<file path="config.mk">
export PLATFORM = sky130hd
export DESIGN_NAME = rom_readback
export DESIGN_NICKNAME = d
export VERILOG_FILES = /design/src/rtl/rom_readback.sv
export SDC_FILE = /design/constraint.sdc
export NUM_CORES = 1
export LEC_CHECK = 0
export CORE_MARGIN = 2
export CORE_UTILIZATION = 57
export CTS_CLUSTER_DIAMETER = 60
export DETAILED_ROUTE_END_ITERATION = 6
export HOLD_SLACK_MARGIN = 0.05
export PLACE_DENSITY = 0.87
export SLEW_MARGIN = 10
export SYNTH_ARGS = -nofsm -noshare
export SYNTH_HDL_FRONTEND = slang
export SYNTH_SLANG_ARGS = --single-unit
export TNS_END_PERCENT = 5
</file>
<file path="constraint.sdc">
create_clock -name clk -period 6.6 [get_ports clk]
set_input_delay 1.32 -clock clk [delete_from_list [all_inputs] [get_ports clk]]
set_output_delay 1.32 -clock clk [all_outputs]
set_load 0.05 [all_outputs]
</file>
<file path="src/rtl/rom_readback.sv">
// Streams a byte range of the cartridge ROM back out of SDRAM, one byte per beat,
// keeping a Genesis-style 16-bit word checksum of every byte accepted.
module rom_readback #(
  parameter int ADDR_W = 22,
  parameter int LEN_W  = 23
) (
  input  logic              clk,
  input  logic              reset,
  input  logic              start,
  input  logic [ADDR_W-1:0] start_addr,
  input  logic [LEN_W-1:0]  length,
  output logic              busy,
  output logic              done,
  output logic [15:0]       checksum,
  output logic [ADDR_W-2:0] mem_addr,
  output logic              mem_req,
  input  logic              mem_ack,
  output logic              mem_we,
  output logic [1:0]        mem_be,
  input  logic [15:0]       mem_dout,
  output logic [7:0]        out_data,
  output logic              out_valid,
  input  logic              out_ready
);

  typedef enum logic [2:0] {
    S_IDLE,
    S_REQ,
    S_WAIT,
    S_EMIT,
    S_FIN
  } state_t;

  state_t            state;
  logic [ADDR_W-1:0] addr;
  logic [LEN_W-1:0]  remaining;
  logic [15:0]       word;
  logic [7:0]        cur_byte;
  logic [15:0]       byte_term;
  logic              accept;
  logic              last_beat;

  assign mem_we = 1'b0;
  assign mem_be = 2'b11;

  // Loader stores big-endian: even byte in the high half of the word.
  assign cur_byte  = addr[0] ? word[7:0] : word[15:8];
  assign byte_term = addr[0] ? {8'h00, out_data} : {out_data, 8'h00};
  assign accept    = out_valid && out_ready;
  assign last_beat = (remaining == LEN_W'(1));

  always_ff @(posedge clk or posedge reset) begin
    if (reset) begin
      state     <= S_IDLE;
      addr      <= '0;
      remaining <= '0;
      word      <= '0;
      busy      <= 1'b0;
      done      <= 1'b0;
      checksum  <= '0;
      mem_addr  <= '0;
      mem_req   <= 1'b0;
      out_data  <= '0;
      out_valid <= 1'b0;
    end else begin
      unique case (state)
        S_IDLE: begin
          if (start) begin
            addr      <= start_addr;
            remaining <= length;
            checksum  <= '0;
            busy      <= 1'b1;
            state     <= (length == '0) ? S_FIN : S_REQ;
          end
        end
        S_REQ: begin
          mem_addr <= addr[ADDR_W-1:1];
          mem_req  <= ~mem_req;
          state    <= S_WAIT;
        end
        S_WAIT: begin
          if (mem_ack == mem_req) begin
            word  <= mem_dout;
            state <= S_EMIT;
          end
        end
        S_EMIT: begin
          if (!out_valid) begin
            out_valid <= 1'b1;
            out_data  <= cur_byte;
          end else if (accept) begin
            checksum  <= checksum + byte_term;
            addr      <= addr + ADDR_W'(1);
            remaining <= remaining - LEN_W'(1);
            if (last_beat) begin
              out_valid <= 1'b0;
              done      <= 1'b1;
              busy      <= 1'b0;
              state     <= S_FIN;
            end else if (addr[0]) begin
              out_valid <= 1'b0;
              state     <= S_REQ;
            end else begin
              out_data <= word[7:0];
            end
          end
        end
        S_FIN: begin
          // Zero-length starts arrive here with done still low.
          if (!done) begin
            done <= 1'b1;
            busy <= 1'b0;
          end else begin
            done  <= 1'b0;
            state <= S_IDLE;
          end
        end
        default: state <= S_IDLE;
      endcase
    end
  end

endmodule

</file>
* Word-level counts from Yosys, hierarchy flattened
Index checks and enable logic that the tools add are counted.
Word-level totals: register bits 113, bits of input ports 66, output and inout port bits 52, word-level logic and storage cells 86
Cells by class: add/subtract/negate cells 3, equality and inequality tests 17, mux-type cells 42, bitwise gates (word level) 1, reductions and logical operators 12
Operators with widths (number):
- $mux W23 | 3
- $mux W22 | 3
- $mux W16 | 4
- $pmux W23 S2 | 1
- $pmux W22 S2 | 1
- $mux W8 | 5
- $pmux W16 S2 | 1
- $mux W3 | 8
- $eq A23 B1 Y1 const B | 1
- $logic_not A23 Y1 | 1
- $sub A23 B1 Y23 const B | 1
- $add A22 B1 Y22 const B | 1
- $ne A2 B2 Y1 const B | 9
- $add A16 B16 Y16 | 1
- $pmux W3 S5 | 1
- $mux W1 | 13
- $reduce_and A4 Y1 | 3
- $reduce_and A6 Y1 | 2
- $eq A3 B2 Y1 const B | 2
- $reduce_bool A2 Y1 | 2
- $eq A3 B1 Y1 const B | 1
- $eq A3 B3 Y1 const B | 1
- $logic_not A3 Y1 | 1
- $ne A3 B3 Y1 const B | 1
- 8 further kinds | 8

* Longest topological paths before layout
Gate-level depths: netlist (run 1).
depth in word-level cells 5, depth in mapped cells 13, gate-level depth less buffers 11

* Worst setup path before layout (run 1)
Ideal clock, no wire load.
path type register -> register, start point register addr[0], end point register checksum[13], setup time 121 ps, data arrival time 2646 ps, data required time 6479 ps, path slack 3833 ps, stages on the path, launching flop included 13, buffers on the path 2, clock period less this slack 2767 ps, cell sequence dfrtp_1 buf_2 clkbuf_1 nand2_1 inv_1 ha_1 a211oi_1 o21bai_1 a211oi_1 a21oi_1 a31oi_1 xnor2_1 a22o_1
Between the ends: word-level cells in the longest chain between the ends 5
Ends and longest elaborated chain:
- start: declaration | RTL line 35 | logic [ADDR_W-1:0] addr;
- start signal: assignment | RTL line 69 | addr <= start_addr;
- start signal: assignment | RTL line 93 | addr <= addr + ADDR_W'(1);
- $mux W16 | RTL line 48 | assign byte_term = addr[0] ? {8'h00, out_data} : {out_data, 8'h00};
- $add A16 B16 Y16 | RTL line 92 | checksum <= checksum + byte_term;
- $mux W16 | RTL line 91 | end else if (accept) begin
- $mux W16 | RTL line 88 | if (!out_valid) begin
- $pmux W16 S2 | RTL line 66 | unique case (state)
- end signal: assignment | RTL line 92
- end: declaration | RTL line 14 | output logic [15:0] checksum,
Every way passes these cells. The select of a mux whose other input is x is not followed. A chain may end at the register's enable or synchronous reset.

* Worst setup path in the final report (run 1)
Same ends and word-level chain as after synthesis.

==> impl_results.md, run 1 <==
- Die height: ~110 microns
- Vias in the first global route: about 5,600
- P per Cell Area: roughly 560 mW/mm^2
- Final Skew: about 0.010 ns
- Crit-path max FO: 24
- Tcrit/Tclk final: 0.4916
- Port-buffer cells: 114
- Net count, final: about 860
- Setup Fix Bufs, Post-CTS: 0
- CP arrival: 3.66 ns
- Slew Viols, Final: 0
- Register Area: 0.002828 sq mm
- CORE AREA: 0.01079 sq mm
- Top post-synthesis cells by area: dfrtp_1, mux2_2, a21oi_1
- Power consumption: ~4.5 mW
- Total CTS buffers: 17
- Layout cells sized above 1: 0.1077
- Max_cap viols: 0
- Die X: 109.1 microns
- Fin area: around 0.008 sq mm
- Skew-Pair Late Insertion Delay: roughly 0.53 ns
- Sinks on Clock Net: around 110
- Slew @ Worst Pin: ~1.2 ns
- WL final: 17.08 mm
- Internal power: approximately 2.5 mW
- Commonest cells post-synth: dfrtp_1, a21oi_1, nand2_1
- Clock Path Buffers: 2
- Synth Flop Type: dfrtp_1
- Syn-to-layout area delta: 29.37%
- Hold buffer count at cts: 0
- Synth top area share: 0.4488
- RSZ-0062 raised after global routing: no
- Worst R2R Start: addr[0]
- Starting Density: 0.5838
- Mean number of vias per cell: 6.334
- #FFs+latches synth: around 110
- Reg2Reg Depth: 9
- DR WL met3: about 1.2 mm
- Clock transition at the registers of the reported paths: approximately 0.060 ns
- Fin crit period: between 3 and 4 ns
- Drt first pass iters: 5
- Post-synth EDFFs: 0
- Worst R2R End: checksum[13]
- Min-delay worst type: register to register
- Drt initial violations: just under 600
- CP endpoint: checksum[13]
- R2R Setup Slk: around 3.4 ns
- Seq/Total Area, Yosys: 0.4488
- Syn Std Cell Area: approximately 0.0063 sq mm
- Largest net degree at the start of global routing: 69
- Total number of vias: 5,884
- Post_cts resized: 0
- Run status: completed
- First-pass GRT wire length: ~27 mm
- GR Util All Layers: 0.2967
- # H-tree levels: 4
- Switching share of power: 0.4433
- Crit path kind: register to register
- Highest metal used: met4
- Net Switching: approximately 2 mW
- Slew HR: 0.1922
- Post-detailed-route DRC marker count: 0
- Std cell rows: 38
- Clk pwr share: 0.231
- Hpwl dp: ~11 mm
- DR WL met2: between 8 and 9 mm
- Area occupied by multi-input gates: 0.003246 sq mm
- Antenna diodes: 0
- Critical Path Start Type: register
- Ys Warns: 0
- Clock tree root buffer cell: clkbuf_8
- Most frequent cell after synthesis: dfrtp_1
- Ports: 118
- Die area: between 0.01 and 0.015 sq mm
- Leading area contributor after synthesis: dfrtp_1
- Synth async-reset ratio: 1.000
- Worst VDD drop: around 0.4 mV
- Post-synthesis cell count: a little under 700
- Synthesized area per cell: slightly above 9 sq um
- Gr ovfl total: 0
- Cell variety after synth: 54
- Worst Setup End Kind: register
- Setup TNS Final: 0 ns
- Routed metal-1 wirelength: a little over 7 mm
- TritonCTS clock tree: done
- Logic gate share of total power: 0.475
- WL per Instance: 18.39 microns
- Final Hold Fails: 0
- Fmax: between 0.3 and 0.4 GHz
- Required @ worst endpoint: 7.02 ns
- Initial antenna violation count: 0
- Filler cells: 718
- Leakage Power: approximately 3.4 nW
- GPL Wtd Cong: a little under 0.9
- Placed cell area: 0.007482 sq mm
- Final Setup Violations: 0
- DRT antenna net count: 0
- Critical path startpoint: addr[0]
- Reg power frac: 0.294
## worst max-delay path: stages, from the launching register on
cell,delay [ns]
dfrtp_1,0.79
nor2b_1,0.18
ha_1,0.40
and3_1,0.24
and3_1,0.19
a211oi_1,0.59
a21oi_1,0.21
a31oi_1,0.25
xnor2_1,0.09
a22o_1,0.20
## metrics by stage
stage / hold WS [ns] / setup WS [ns] / std cells / util
finish: 0.4957 / 3.356 / 929 / 0.7553
global route: 0.5165 / 3.148 / 929 / 0.7553
CTS: 0.4901 / 3.413 / 929 / 0.7553
detailed placement: 0.4759 / 2.962 / 897 / 0.6933
global placement: 0.4620 / 3.050 / 897 / 0.6933
floorplan: 0.4417 / 2.293 / 684 / -
## per-layer routing
layer  GRT usage  vias to the layer above
met5           0                        -
met3     0.06216                       41
li1            -                     2680
met1      0.3970                     2861
met2      0.4836                      302
met4     0.09615                        0
## power groups by stage
stage | Sequential [mW] | Clock, mW | Combinational [mW]
4_1_cts | 1.32 | 1.04 | 2.14
6_report | 1.33 | 1.05 | 2.15
2_1_floorplan | 1.66 | 0 | 1.16
3_5_place_dp | 1.32 | 0 | 2.11
5_1_grt | 1.37 | 1.08 | 2.33
3_3_place_gp | 1.30 | 0 | 2.03
## sequential cells by signal, indices dropped and copies added, names as in the netlist
register,cells
mem_addr,21
out_valid,1
state,3
remaining,23
checksum,16
mem_req,1
out_data,8
busy,1
addr,22
done,1
word,16
## cells in the final DEF, fill, tap and decap left out, types with 7 or more instances in the layout
cell and instances:
o21ai_0 50, clkbuf_16 16, nor4_1 8, mux2i_1 10, o22ai_1 17, a21oi_1 81, and2_1 7, ha_1 18
nor3_1 21, nand4_1 10, a22o_1 9, nand3_1 20, o21ai_1 11, mux2_2 37, a31oi_1 7, nor2_1 39
dfrtp_1 113, nor2b_1 12, xnor2_1 9, and3_1 9, o31ai_1 7, clkdlybuf4s50_1 114, nand2_1 56, inv_1 17
## how the worst min path moves through the flow
| stage | startpoint | end | cells after the start |
|---|---|---|---|
| after floorplan | remaining[10] | remaining[10] | 2 |
| after global routing | word[14] | word[14] | 1 |
| final | remaining[14] | remaining[14] | 2 |
| after CTS | remaining[14] | remaining[14] | 2 |
| after global placement | remaining[14] | remaining[14] | 2 |
| after detailed placement | remaining[10] | remaining[10] | 2 |
## cell families after synthesis
kind of cell               after synthesis  synth area share
DFF                                    113            0.4488
adders and majority gates               19           0.03892
xor gates and xnor gates                13           0.01807
other                                    2          0.001192
buffers and inverters                   62           0.03971
muxes                                   47           0.08201
AOI/OAI and AO/OA                      225            0.2135
and+or+nand+nor                        202            0.1579
## layout make-up
class | instances | area share
multi-input cells | 509 | 0.3982
flip-flops and latches | 113 | 0.3469
repair buffers | 117 | 0.1427
clock buffers | 17 | 0.05081
clock inverters | 15 | 0.03131
well taps | 140 | 0.02149
inverters | 18 | 0.008596
No activity file was read; power rests on OpenSTA's default activity.
==> inputs of run 2 (changes only) <==
--- a/config.mk
+++ b/config.mk
@@ -6,11 +6,11 @@
 export NUM_CORES = 1
 export LEC_CHECK = 0
 export CORE_MARGIN = 2
-export CORE_UTILIZATION = 57
+export CORE_UTILIZATION = 48
 export CTS_CLUSTER_DIAMETER = 60
 export DETAILED_ROUTE_END_ITERATION = 6
 export HOLD_SLACK_MARGIN = 0.05
-export PLACE_DENSITY = 0.87
+export PLACE_DENSITY = 0.78
 export SLEW_MARGIN = 10
 export SYNTH_ARGS = -nofsm -noshare
 export SYNTH_HDL_FRONTEND = slang
==> constraint.sdc (replaced) <==
create_clock -name clk -period 2.85 [get_ports clk]
set_input_delay 0.57 -clock clk [delete_from_list [all_inputs] [get_ports clk]]
set_output_delay 0.57 -clock clk [all_outputs]
set_load 0.05 [all_outputs]
==> run 2 against run 1 <==
Net effect:
- sequential share of layout area shrank 0.98 points
- core utilization shrank 9.6 points
- critical path type unchanged
- register-to-register slack lost 3.1 ns
- cell count increased by 5.4%
- highest routed layer unchanged
- largest power group unchanged
==> impl_results.md, run 2 (synthesis gave the netlist of run 1 again) <==
- Skew-Pair Late Insertion Delay: 0.41 ns (-0.12 ns)
- Required @ worst endpoint: 3.15 ns (-3.87 ns)
- Starting Density: 0.4953 (-0.08854)
- Total CTS buffers: 17 (unchanged)
- CORE AREA: 0.01272 sq mm (+18%)
- TritonCTS clock tree: done
- Gr ovfl total: 0 (unchanged)
- Hold Slack: 0.4896 ns (-0.006118 ns)
- Hold Crit Start: remaining[10]
- # H-tree levels: 4 (unchanged)
- GR Util All Layers: 0.2461 (-0.05059)
- Tcrit/Tclk final: 0.9027 (+0.4112)
- Max_cap viols: 0 (unchanged)
- Non-filler cells, final: 979 (+5.4%)
- Fmax: 0.3887 GHz (+26%)
- Post_cts resized: 0 (unchanged)
- Syn-to-layout area delta: 33.18%
- Fin crit period: 2.573 ns (-0.6716 ns)
- First-pass GRT wire length: 27.99 mm (+2.7%)
- Final Skew: 0.008769 ns (-0.001474 ns)
- Fin area: 0.008392 sq mm (+2.9%)
- Antenna diodes: 0 (unchanged)
- Critical Path Start Type: register
- Clock Path Buffers: 2 (unchanged)
- Crit path kind: register to register
- Most common cell after layout, fill and taps aside: clkdlybuf4s50_1
- Critical path startpoint: addr[0]
- Net count, final: 879 (+2.1%)
- Final Setup Violations: 0 (unchanged)
- Max reg flops: 23 (unchanged)
- Largest regs: remaining x23, addr x22, mem_addr x21
- Clock transition at the registers of the reported paths: 0.06 ns (about the same)
- Setup ws final: 0.2772 ns (-3.078 ns)
- Logic gate share of total power: 0.481 (+0.006)
- Worst R2R Start: addr[0]
- CP delay by family, top: compound AO/OA/AOI/OAI gates
- Setup Fix Bufs, Post-CTS: 0 (unchanged)
- Initial antenna violation count: 0 (unchanged)
- CP peak stage delay: 0.42 ns (-0.37 ns)
- Slew @ Worst Pin: 0.7082 ns (-0.4980 ns)
- P per Cell Area: 1268 mW/mm^2 (+130%)
- Vias in the first global route: 5,704 (+1.8%)
- Internal power: 6.065 mW (+140%)
- Die X: 118.6 microns (+8.6%)
- CP arrival: 2.88 ns (-0.78 ns)
- Placed Cells: 947 (+5.6%)
- Drt initial violations: 485 (-17%)
- Total number of vias: 5,751 (-2.3%)
- Port-buffer cells: 114 (unchanged)
- Run status: completed
- Ports: 118 (unchanged)
- GPL Wtd Cong: 0.8920 (about the same)
- RSZ-0062 raised after global routing: no
- Pre-CTS worst setup slack: 0.2566 ns (-2.705 ns)
- Critical path buffers and inverters: 1 (+1)
- WL final: 16.80 mm (-1.6%)
- Most frequent cells in the layout: clkdlybuf4s50_1, dfrtp_1, a21oi_1, nand2_1, o21ai_0
- WL per Instance: 17.16 microns (-6.7%)
- Biggest register: remaining
- Net Switching: 4.573 mW (+130%)
- Switching share of power: 0.4299 (-0.01346)
- Slew HR: 0.5269 (+0.3346)
- Power consumption: 10.64 mW (+130%)
- Drt first pass iters: 6 (+1)
- Fin util: 0.6596 (-0.09566)
- Sinks on Clock Net: 113 (unchanged)
- DRT antenna net count: 0 (unchanged)
- Placed cell area: 0.007696 sq mm (+2.9%)
- Leakage Power: 3.472 nW (+3.1%)
- CP Cell Sequence: and2_1, ha_1, inv_1, fa_1, nor2b_1, o31a_1, nor3_1, o21a_1, o21ai_0, xnor2_1, o31ai_1
- Std cell rows: 41 (+7.9%)
- Slew Viols, Final: 0 (unchanged)
- Hpwl dp: 11.83 mm (+5.7%)
- Clk pwr share: 0.233 (+0.002)
- Die height: 118.6 microns (+8.6%)
- Worst VDD drop: 0.7260 mV (+85%)
- Mean number of vias per cell: 5.874 (-7.3%)
- Final Hold Fails: 0 (unchanged)
- Post-detailed-route DRC marker count: 0 (unchanged)
- Reg power frac: 0.286 (-0.008)
- Slowest stage cell, crit path: dfrtp_2
- Layout cells sized above 1: 0.1289 (+0.02114)
- Min-delay worst type: register to register
- Crit-path max FO: 10 (-58%)
- Setup TNS Final: 0 ns (unchanged)
- Clock tree root buffer cell: clkbuf_16
- Hold buffer count at cts: 0 (unchanged)
- Largest net degree at the start of global routing: 69 (unchanged)
- Die area: 0.01406 sq mm (+18%)
- Worst Setup End Kind: register
run 2: worst reg2reg max path: stages, from the launching register on:
cell and delay, ns:
dfrtp_2 0.42, and2_1 0.14, ha_1 0.20, inv_1 0.09, fa_1 0.39, nor2b_1 0.21
o31a_1 0.21, nor3_1 0.06, o21a_1 0.21, o21ai_0 0.23, xnor2_1 0.10, o31ai_1 0.22
run 2: final cells by class:
cell class / instances / area, sq um
Clock buffer: 20 / 466.7
Fill cell: 1031 / 4330
Multi-Input combinational cell: 509 / 3246
Tap cell: 172 / 215.2
Inverter: 18 / 71.32
Sequential cell: 113 / 2829
Clock inverter: 12 / 227.7
Timing Repair Buffer: 135 / 1336
run 2: routing by layer:
layer,GRT usage,share of wire,vias up,wire [microns]
met1,0.3250,0.45,2800,7491
met5,0,0,-,0
li1,-,-,2715,-
met2,0.3919,0.48,209,8085
met3,0.05743,0.056,27,941
met4,0.09673,0.017,0,284
run 2: path summary, 6_finish.rpt:
path | endpoint | slack (ns) | cells past startpoint
worst max-delay path | checksum[12] | 0.28 | 11
worst min-delay path | remaining[10] | 0.49 | 2
worst max register to register | checksum[12] | 0.28 | 11
worst min register to register | remaining[10] | 0.49 | 2
max in group asynchronous | remaining[21] | 1.58 | 3
min in group asynchronous | remaining[5] | 0.61 | 2
run 2: power groups by stage:
stage	sequential [mW]	combinational, mW	clock (mW)
6_report	3.04	5.12	2.48
5_1_grt	3.15	5.55	2.59
4_1_cts	3.03	5.12	2.51
3_5_place_dp	3.04	5.08	0
3_3_place_gp	3.00	4.94	0
2_1_floorplan	3.85	2.69	0
